File: src/rtl/mem_arbiter_pkg.sv
// Shared widths and types for the fetch/data memory arbiter.
package mem_arbiter_pkg;

   localparam int ADDR_W = 16;
   localparam int DATA_W = 16;
   localparam int STRB_W = 2;

   typedef enum logic [1:0] {
      IDLE = 2'd0,
      GNT0 = 2'd1,
      GNT1 = 2'd2
   } state_t;

   typedef struct packed {
      logic [STRB_W-1:0] wstrb;
      logic [ADDR_W-1:0] addr;
      logic [DATA_W-1:0] wdata;
   } bus_req_t;

endpackage

File: src/rtl/mem_arbiter_pick.sv
// Two-way round-robin selector: a lone requester wins, on contention the
// master that was not granted last wins.
module rr_pick2 (
   input  logic [1:0] req,
   input  logic       last_grant,
   output logic       grant_idx,
   output logic       grant_valid
);

   always_comb begin
      grant_valid = |req;
      grant_idx   = 1'b0;
      case (req)
         2'b01:   grant_idx = 1'b0;
         2'b10:   grant_idx = 1'b1;
         2'b11:   grant_idx = ~last_grant;
         default: grant_idx = 1'b0;
      endcase
   end

endmodule

File: src/rtl/mem_arbiter.sv
// Shares one single-port memory between fetch (m0) and load/store (m1) with
// round-robin fairness and a response timeout that completes with an error.
module mem_arbiter
   import mem_arbiter_pkg::*;
#(
   parameter int TIMEOUT = 16
) (
   input  logic              clk,
   input  logic              rst,
   input  logic              m0_valid,
   input  logic [STRB_W-1:0] m0_wstrb,
   input  logic [ADDR_W-1:0] m0_addr,
   input  logic [DATA_W-1:0] m0_wdata,
   output logic [DATA_W-1:0] m0_rdata,
   output logic              m0_ready,
   output logic              m0_err,
   input  logic              m1_valid,
   input  logic [STRB_W-1:0] m1_wstrb,
   input  logic [ADDR_W-1:0] m1_addr,
   input  logic [DATA_W-1:0] m1_wdata,
   output logic [DATA_W-1:0] m1_rdata,
   output logic              m1_ready,
   output logic              m1_err,
   output logic              s_valid,
   output logic [STRB_W-1:0] s_wstrb,
   output logic [ADDR_W-1:0] s_addr,
   output logic [DATA_W-1:0] s_wdata,
   input  logic [DATA_W-1:0] s_rdata,
   input  logic              s_ready
);

   localparam int               CNT_W    = $clog2(TIMEOUT + 1);
   localparam logic [CNT_W-1:0] CNT_LAST = CNT_W'(TIMEOUT - 1);
   localparam logic [CNT_W-1:0] CNT_MAX  = CNT_W'(TIMEOUT);

   state_t            state;
   state_t            state_next;
   logic              last_grant;
   logic [CNT_W-1:0]  cnt;
   bus_req_t          req_q;
   bus_req_t          req_pick;
   logic [DATA_W-1:0] m0_rdata_q;
   logic [DATA_W-1:0] m1_rdata_q;
   logic              grant_idx;
   logic              grant_valid;
   logic              load;
   logic              done;
   logic              timed_out;

   rr_pick2 u_pick (
      .req         ({m1_valid, m0_valid}),
      .last_grant  (last_grant),
      .grant_idx   (grant_idx),
      .grant_valid (grant_valid)
   );

   always_comb begin
      req_pick.wstrb = m0_wstrb;
      req_pick.addr  = m0_addr;
      req_pick.wdata = m0_wdata;
      if (grant_idx) begin
         req_pick.wstrb = m1_wstrb;
         req_pick.addr  = m1_addr;
         req_pick.wdata = m1_wdata;
      end
   end

   // A grant always ends in IDLE, whether by s_ready or by timeout.
   always_comb begin
      state_next = state;
      load       = 1'b0;
      done       = 1'b0;
      timed_out  = 1'b0;
      case (state)
         IDLE: begin
            if (grant_valid) begin
               load       = 1'b1;
               state_next = grant_idx ? GNT1 : GNT0;
            end
         end
         GNT0, GNT1: begin
            if (s_ready) begin
               done       = 1'b1;
               state_next = IDLE;
            end else if (cnt == CNT_LAST) begin
               done       = 1'b1;
               timed_out  = 1'b1;
               state_next = IDLE;
            end
         end
         default: state_next = IDLE;
      endcase
   end

   // Completion is gated by rst so a reset in a response cycle stays silent.
   always_comb begin
      m0_ready = rst && done && (state == GNT0);
      m1_ready = rst && done && (state == GNT1);
      m0_err   = m0_ready && timed_out;
      m1_err   = m1_ready && timed_out;
      m0_rdata = m0_rdata_q;
      m1_rdata = m1_rdata_q;
      if (m0_ready) m0_rdata = timed_out ? '0 : s_rdata;
      if (m1_ready) m1_rdata = timed_out ? '0 : s_rdata;
   end

   assign s_valid = (state != IDLE);
   assign s_wstrb = req_q.wstrb;
   assign s_addr  = req_q.addr;
   assign s_wdata = req_q.wdata;

   always_ff @(posedge clk) begin
      if (!rst) begin
         state <= IDLE;
      end else begin
         state <= state_next;
      end
   end

   // last_grant resets to m1 so that m0 wins the first contention.
   always_ff @(posedge clk) begin
      if (!rst) begin
         last_grant <= 1'b1;
         cnt        <= '0;
         req_q      <= '0;
         m0_rdata_q <= '0;
         m1_rdata_q <= '0;
      end else begin
         if (load) begin
            req_q      <= req_pick;
            last_grant <= grant_idx;
         end
         if (state == IDLE || done) begin
            cnt <= '0;
         end else if (cnt != CNT_MAX) begin
            cnt <= cnt + CNT_W'(1);
         end
         if (m0_ready) m0_rdata_q <= m0_rdata;
         if (m1_ready) m1_rdata_q <= m1_rdata;
      end
   end

endmodule

File: config.mk
export PLATFORM = sky130hd
export DESIGN_NAME = mem_arbiter
export DESIGN_NICKNAME = d
export VERILOG_FILES = /design/src/rtl/mem_arbiter_pkg.sv /design/src/rtl/mem_arbiter_pick.sv /design/src/rtl/mem_arbiter.sv
export SDC_FILE = /design/constraint.sdc
export NUM_CORES = 1
export LEC_CHECK = 0
export ABC_AREA = 1
export CORE_ASPECT_RATIO = 1.4
export CORE_MARGIN = 4
export CORE_UTILIZATION = 43
export CTS_BUF_LIST = sky130_fd_sc_hd__clkbuf_2 sky130_fd_sc_hd__clkbuf_4 sky130_fd_sc_hd__clkbuf_8
export DETAILED_ROUTE_END_ITERATION = 12
export PLACE_DENSITY = 0.83
export SYNTH_ARGS = -nofsm -noshare
export SYNTH_HDL_FRONTEND = slang
export SYNTH_HIERARCHICAL = 1
export SYNTH_SLANG_ARGS = --single-unit
File: constraint.sdc
create_clock -name clk -period 2 [get_ports clk]
set_input_delay 0.4 -clock clk [delete_from_list [all_inputs] [get_ports clk]]
set_output_delay 0.4 -clock clk [all_outputs]
set_load 0.05 [all_outputs]
==> summary.md, run 1 <==
| Metric | Value |
|---|---|
| Final setup violation count | `39` |
| Buffers & Inverters on Critical Path | `4` |
| Gate count of the mapped netlist | `508` |
| Post-synthesis net count | `approximately 600` |
| Clock transition at the registers of the reported paths | `0.08 ns` |
| Total power per unit cell area | `643.2 nW/um^2` |
| Buffer cell driving the clock tree root | `clkbuf_8` |
| Synthesized area divided by synthesized cell count | `6.773 sq um` |
| Cell with the largest stage delay on the worst path | `dfxtp_4` |
| Smallest setup slack after layout | `-0.5864 ns` |
| Most common cell after layout, fill and taps aside | `nand2_1` |
| Pins over their slew limit | `0` |
| Slew of the pin with the lowest slew margin | `0.7586 ns` |
| Maximum number of pins on one net before global-route repair | `70` |
| DP Cell Count | `a little under 800` |
| Arrival @ worst endpoint | `2.19 ns` |
| Via count of the first global-routing pass | `4213` |
| Number of vias per cell | `5.017` |
| GRT Residual Overflow | `0` |
| Peak clock frequency supported by timing | `0.3866 GHz` |
| Horizontal die dimension | `83.60 um` |
| Required time of the worst setup path | `1.60 ns` |
| CTS H-tree lvls | `3` |
| Cell area after synthesis | `3441 sq um` |
| Total detailed-routing wirelength | `13.20 mm` |
| Number of max-capacitance violations reported | `0` |
| Worst skew pair latency | `0.35 ns` |
| Total power draw | `4.085 mW` |
| Number of remaining DRC errors | `0` |
| Class of the worst hold path | `flop to flop` |
| Crit-path leading delay family | `simple AND/OR/NAND/NOR gates` |
| Starting Density | `0.4413` |
| Final GP Congestion | `0.8527` |
| Series of cell instances along the critical path | `ha_4, nand2_4, nor2_4, ha_4, buf_4, nand3_2, buf_12, nand2_1, nand3_1, nand2_2, inv_2, buf_6` |
| TritonCTS clock tree | `done` |
| First-pass detailed-route iteration total | `5` |
| Kind of start point of the critical path | `flop` |
| Failing checks | `negative setup slack` |
| Sequential cell area in the final layout | `1486 sq um` |
| Sequential area share after synthesis | `0.4305` |
| Clock buffers created by TritonCTS | `9` |
| Detailed Place HPWL | `8.009 mm` |
| Layout filler cell count | `502` |
| Final routed wire length divided by cell count | `15.89 um` |
| Overall Global Routing Usage | `0.2464` |
| Number of inserted diodes | `0` |
| Static Leakage | `around 2.7 nW` |
| Height of the chip | `between 100 and 150 um` |
| Crit-path max cell delay | `roughly 0.37 ns` |
| Post-route non-filler standard cell count | `831` |
| Remaining number of nets flagged by the antenna check after routing | `0` |
| Worst hold slack | `about 0.5 ns` |
| Area growth from synthesis to final layout | `84.58%` |
| Clk_skew | `0.004416 ns` |
| Slew Limit Headroom | `0.4943` |
| Final design utilization | `0.8145` |
| Largest fanout on the critical path | `15` |
| Hold violation count in the final report | `0` |
| Area of placed instances | `5523 sq um` |
| Die ar. | `9517 sq um` |
| DRT iter0 DRCs | `252` |
| Most frequent cell on the critical path | `ha_4` |
| Global-route wire length before repair | `approximately 19 mm` |
| Total via count after detailed routing | `4169` |
| IR drop worst, VDD | `around 0.00043 V` |
| Area of the core | `slightly below 8000 sq um` |
| Setup Total Neg Slack | `-18.85 ns` |
| Final layout net count | `between 800 and 900` |
| Multi-input combinational cell area | `1760 sq um` |
| Fraction of layout cells with a size suffix above 1 | `0.3201` |
| Post-synthesis cell type count | `25` |
| Crit path kind | `flop to output port` |
| CTS Sinks | `74` |
| Worst Setup End Kind | `output port` |
| Highest-count cells in the layout ignoring fill and taps | `155 x nand2_1, 118 x clkdlybuf4s50_1, 72 x dfxtp_1` |
| Post-route cell area | `6351 sq um` |
| Post-synthesis register bit count | `between 70 and 80` |
| Number of hold buffers added after CTS | `0` |
| Post-route fraction of the period consumed by the critical path | `1.293` |
| Number of antenna violations at the first check in global routing | `0` |
| Number of buffers on the longest clock path | `2` |
| Setup slack at placement | `-0.2626 ns` |
| Site Rows | `38` |
| R2R setup slack | `-0.04 ns` |
| Shortest clock period the worst path allows after layout | `~2.6 ns` |
| Top-level I/O count | `160` |
| Yosys synthesis warning count | `6` |
| Status | `complete, but fails checks` |
| Total of buffers placed on input and output ports | `159` |
| RSZ-0062 raised after global routing | `yes` |
kinds of logic after synthesis:
family,count (synthesis),share of synthesized area
AOI/OAI and AO/OA,44,0.07709
xor gates and xnor gates,1,0.002546
adders and majority gates,6,0.02182
and+or+nand+nor,276,0.3338
DFF,74,0.4305
buffers and inverters,107,0.1342
report_power, final:
group	leakage (nW)	internal [mW]	total [mW]	switching (mW)
clock	0.0974	0.521	1.06	0.538
combinational	2.03	0.572	1.40	0.825
sequential	0.605	1.57	1.63	0.0557
area by class of cell:
cell class / instances / area share
Clock inverter: 3 / 0.002364
Sequential cell: 74 / 0.2340
Tap cell: 100 / 0.01970
Timing Repair Buffer: 235 / 0.3826
Multi-Input combinational cell: 327 / 0.2772
Inverter: 79 / 0.05890
Clock buffer: 13 / 0.02522
tightest hold or removal path, cell delays in order, from the launching register on:
cell and delay, ns:
dfxtp_1 0.31, nand2_1 0.06, a31oi_1 0.07
cells in the mapped netlist, drive strengths merged:
library cell | count | area share
nand4 | 4 | 0.011
nand2 | 193 | 0.21
inv | 79 | 0.086
xor2 | 1 | 0.0025
a31oi | 34 | 0.062
or2 | 1 | 0.0018
o21ai | 2 | 0.0029
nand3 | 35 | 0.055
nor3 | 2 | 0.0062
clkbuf | 9 | 0.010
nor2 | 41 | 0.049
ha | 6 | 0.022
dfxtp | 74 | 0.43
buf | 19 | 0.038
a21oi | 7 | 0.010
o211ai | 1 | 0.0022
flip-flops by register name, summed over array words and instances (netlist names):
| name | count |
|---|---|
| cnt | 5 |
| last_grant | 1 |
| state | 2 |
| m0_rdata_q | 16 |
| s_wstrb | 2 |
| m1_rdata_q | 16 |
| s_wdata | 16 |
| s_addr | 16 |
worst paths after layout:
check,from,end,depth (start not counted)
worst min register to register,s_addr[13],s_addr[13],2
worst min-delay path,s_addr[13],s_addr[13],2
worst max-delay path,cnt[0],m0_rdata[10],12
worst max register to register,cnt[0],m0_rdata_q[9],15
routing by layer:
metal,vias to the layer above,share of wire,track usage
met1,1892,0.34,0.2476
met4,0,0.029,0.1309
met2,250,0.53,0.4477
li1,1994,-,-
met5,-,0,0
met3,33,0.097,0.08165
repair_timing:
item / in CTS / in global routing
pin swaps: 8 / 25
cloned: 3 / 0
setup endpoints to repair: 36 / 39
resized for setup: 66 / 46
buffers inserted: 11 / 18
No activity file was read; power rests on OpenSTA's default activity.
==> inputs of run 2 (changes only) <==
Clock period 2 ns to 2.8 ns, I/O delays scaled along.
==> run 2 against run 1 <==
The run still ends with negative setup slack left. Critical path depth stayed put. Wire length decreased by 6.1%. Final area down 8.6%. Setup slack better by 0.52 ns. Die area stayed put. First-iteration DRC count increased by 18%. Sequential share of layout area up 2.2 points. Critical path type unchanged.
==> summary.md, run 2 (same netlist as run 1, synthesis figures left out) <==
| Metric | Value |
|---|---|
| Status | `complete, but fails checks` |
| Failing checks | `negative setup slack` |
| Worst skew pair latency | `0.35 ns (about the same)` |
| Pins over their slew limit | `0 (unchanged)` |
| Number of antenna violations at the first check in global routing | `0 (unchanged)` |
| Highest-count cells in the layout ignoring fill and taps | `154 x nand2_1, 122 x clkdlybuf4s50_1, 70 x inv_1, 70 x dfxtp_1, 37 x nand2_2` |
| Remaining number of nets flagged by the antenna check after routing | `0 (unchanged)` |
| Total power per unit cell area | `501.9 nW/um^2 (-22%)` |
| Maximum number of pins on one net before global-route repair | `70 (unchanged)` |
| Crit-path max cell delay | `0.37 ns (about the same)` |
| RSZ-0062 raised after global routing | `yes` |
| TritonCTS clock tree | `done` |
| Series of cell instances along the critical path | `ha_4, nand2_4, nor2_2, ha_2, buf_6, buf_4, nand3_4, nand2_1, nand3_1, nand2_1, inv_1, buf_4` |
| Shortest clock period the worst path allows after layout | `about 2.9 ns` |
| Fraction of layout cells with a size suffix above 1 | `0.2304 (-0.08967)` |
| Clk_skew | `0.008185 ns (+0.003769 ns)` |
| Area of the core | `7797 sq um (unchanged)` |
| Hold violation count in the final report | `0 (unchanged)` |
| Slew Limit Headroom | `0.4656 (-0.02862)` |
| Clock buffers created by TritonCTS | `9 (unchanged)` |
| Top-level I/O count | `160 (unchanged)` |
| Clock transition at the registers of the reported paths | `0.08 ns (about the same)` |
| Number of inserted diodes | `0 (unchanged)` |
| Required time of the worst setup path | `2.24 ns (+0.64 ns)` |
| Final GP Congestion | `0.8237 (-3.4%)` |
| Number of buffers on the longest clock path | `2 (unchanged)` |
| Peak clock frequency supported by timing | `~0.35 GHz` |
| Overall Global Routing Usage | `0.2178 (-0.02862)` |
| Post-route non-filler standard cell count | `790 (-4.9%)` |
| Height of the chip | `113.8 um (unchanged)` |
| Worst Setup End Kind | `output port` |
| Final routed wire length divided by cell count | `15.69 um (-1.2%)` |
| Number of max-capacitance violations reported | `0 (unchanged)` |
| Static Leakage | `2.682 nW (-1.8%)` |
| GRT Residual Overflow | `0 (unchanged)` |
| Global-route wire length before repair | `16.94 mm (-10%)` |
| Number of vias per cell | `5.106 (+1.8%)` |
| Largest fanout on the critical path | `9 (-6)` |
| Site Rows | `38 (unchanged)` |
| Layout filler cell count | `550 (+9.6%)` |
| Class of the worst hold path | `flop to flop` |
| DRT iter0 DRCs | `298 (+18%)` |
| CTS Sinks | `74 (unchanged)` |
| Number of hold buffers added after CTS | `0 (unchanged)` |
| IR drop worst, VDD | `0.0003437 V (-21%)` |
| Final layout net count | `781 (-4.9%)` |
| Setup slack at placement | `0.1351 ns (+0.3978 ns)` |
| Cell with the largest stage delay on the worst path | `dfxtp_2` |
| Total detailed-routing wirelength | `12.40 mm (-6.1%)` |
| Area growth from synthesis to final layout | `68.73%` |
| Detailed Place HPWL | `7.426 mm (-7.3%)` |
| Final setup violation count | `3 (-92%)` |
| Total via count after detailed routing | `4034 (-3.2%)` |
| Post-route cell area | `5806 sq um (-8.6%)` |
| Kind of start point of the critical path | `flop` |
| Slew of the pin with the lowest slew margin | `0.7997 ns (+0.04104 ns)` |
| Buffers & Inverters on Critical Path | `4 (unchanged)` |
| First-pass detailed-route iteration total | `5 (unchanged)` |
| Arrival @ worst endpoint | `2.30 ns (+0.11 ns)` |
| Starting Density | `0.4413 (unchanged)` |
| Total of buffers placed on input and output ports | `159 (unchanged)` |
| Crit-path leading delay family | `simple AND/OR/NAND/NOR gates` |
| Die ar. | `9517 sq um (unchanged)` |
| Area of placed instances | `5010 sq um (-9.3%)` |
| Crit path kind | `flop to output port` |
| Buffer cell driving the clock tree root | `clkbuf_8` |
| Post-route fraction of the period consumed by the critical path | `1.023` |
| Number of remaining DRC errors | `0 (unchanged)` |
| CTS H-tree lvls | `3 (unchanged)` |
| Smallest setup slack after layout | `-0.06489 ns (+0.5215 ns)` |
| Via count of the first global-routing pass | `3762 (-11%)` |
| Worst hold slack | `0.4776 ns (-0.01145 ns)` |
| Horizontal die dimension | `83.60 um (unchanged)` |
| Most common cell after layout, fill and taps aside | `nand2_1` |
| DP Cell Count | `745 (-5.0%)` |
| Final design utilization | `0.7445 (-0.06996)` |
-- run 2: cell types whose count changed in the layout (fill, tap and decap cells not counted), sizes merged --
cell,delta
inv,+20
buf,-46
bufinv,+1
nand3,+2
clkinvlp,-20
dlymetal6s2s,-1
clkdlybuf4s50,+4
clkinv,-1
-- run 2: metrics by stage --
stage	TNS, ns	total power, mW
after floorplan	0	1.701
after global placement	0	2.007
after detailed placement	0	2.022
after CTS	-0.009170	2.866
after global routing	-1.736	3.038
final	-0.08810	2.914
-- run 2: layer usage --
layer / global-route usage / vias to the layer above / part of all wire
li1: - / 1922 / -
met1: 0.2269 / 1847 / 0.33
met2: 0.3781 / 221 / 0.52
met3: 0.09249 / 44 / 0.10
met4: 0.1019 / 0 / 0.041
met5: 0 / - / 0
-- run 2: where the power goes --
group / internal [mW] / switching [mW]
sequential: 1.12 / 0.0377
combinational: 0.351 / 0.568
clock: 0.448 / 0.384
total: 1.92 / 0.990
-- run 2: final timing paths --
path	startpoint	to	slack, ns	cells after the start
max	cnt[1]	m0_rdata[12]	-0.06	12
min	state[0]	state[0]	0.48	2
max reg2reg	cnt[1]	m0_rdata_q[5]	0.79	13
min reg2reg	state[0]	state[0]	0.48	2
-- run 2: layout make-up --
class                      instances  area [sq um]  area share
clock buffer                      12         152.6     0.02629
clock inverter                     3         40.04    0.006897
inverter                          79         296.5     0.05108
multi-input combinational        329          1709      0.2944
sequential                        74          1486      0.2560
tap                              100         125.1     0.02155
timing repair buffer             193          1996      0.3437
-- run 2: repair_timing --
action | in CTS | in global routing
setup buffers | 6 | 20
setup endpoints to repair | 32 | 34
pin swaps | 4 | 27
cloned | 1 | 5
resized for setup | 10 | 101
-- run 2: tightest hold or removal path, delay by kind of cell (launching register included) --
kind,cells,cell delay [ns]
AND/OR/NAND/NOR,1,0.06
flip-flops,1,0.33
AO/OA/AOI/OAI,1,0.05
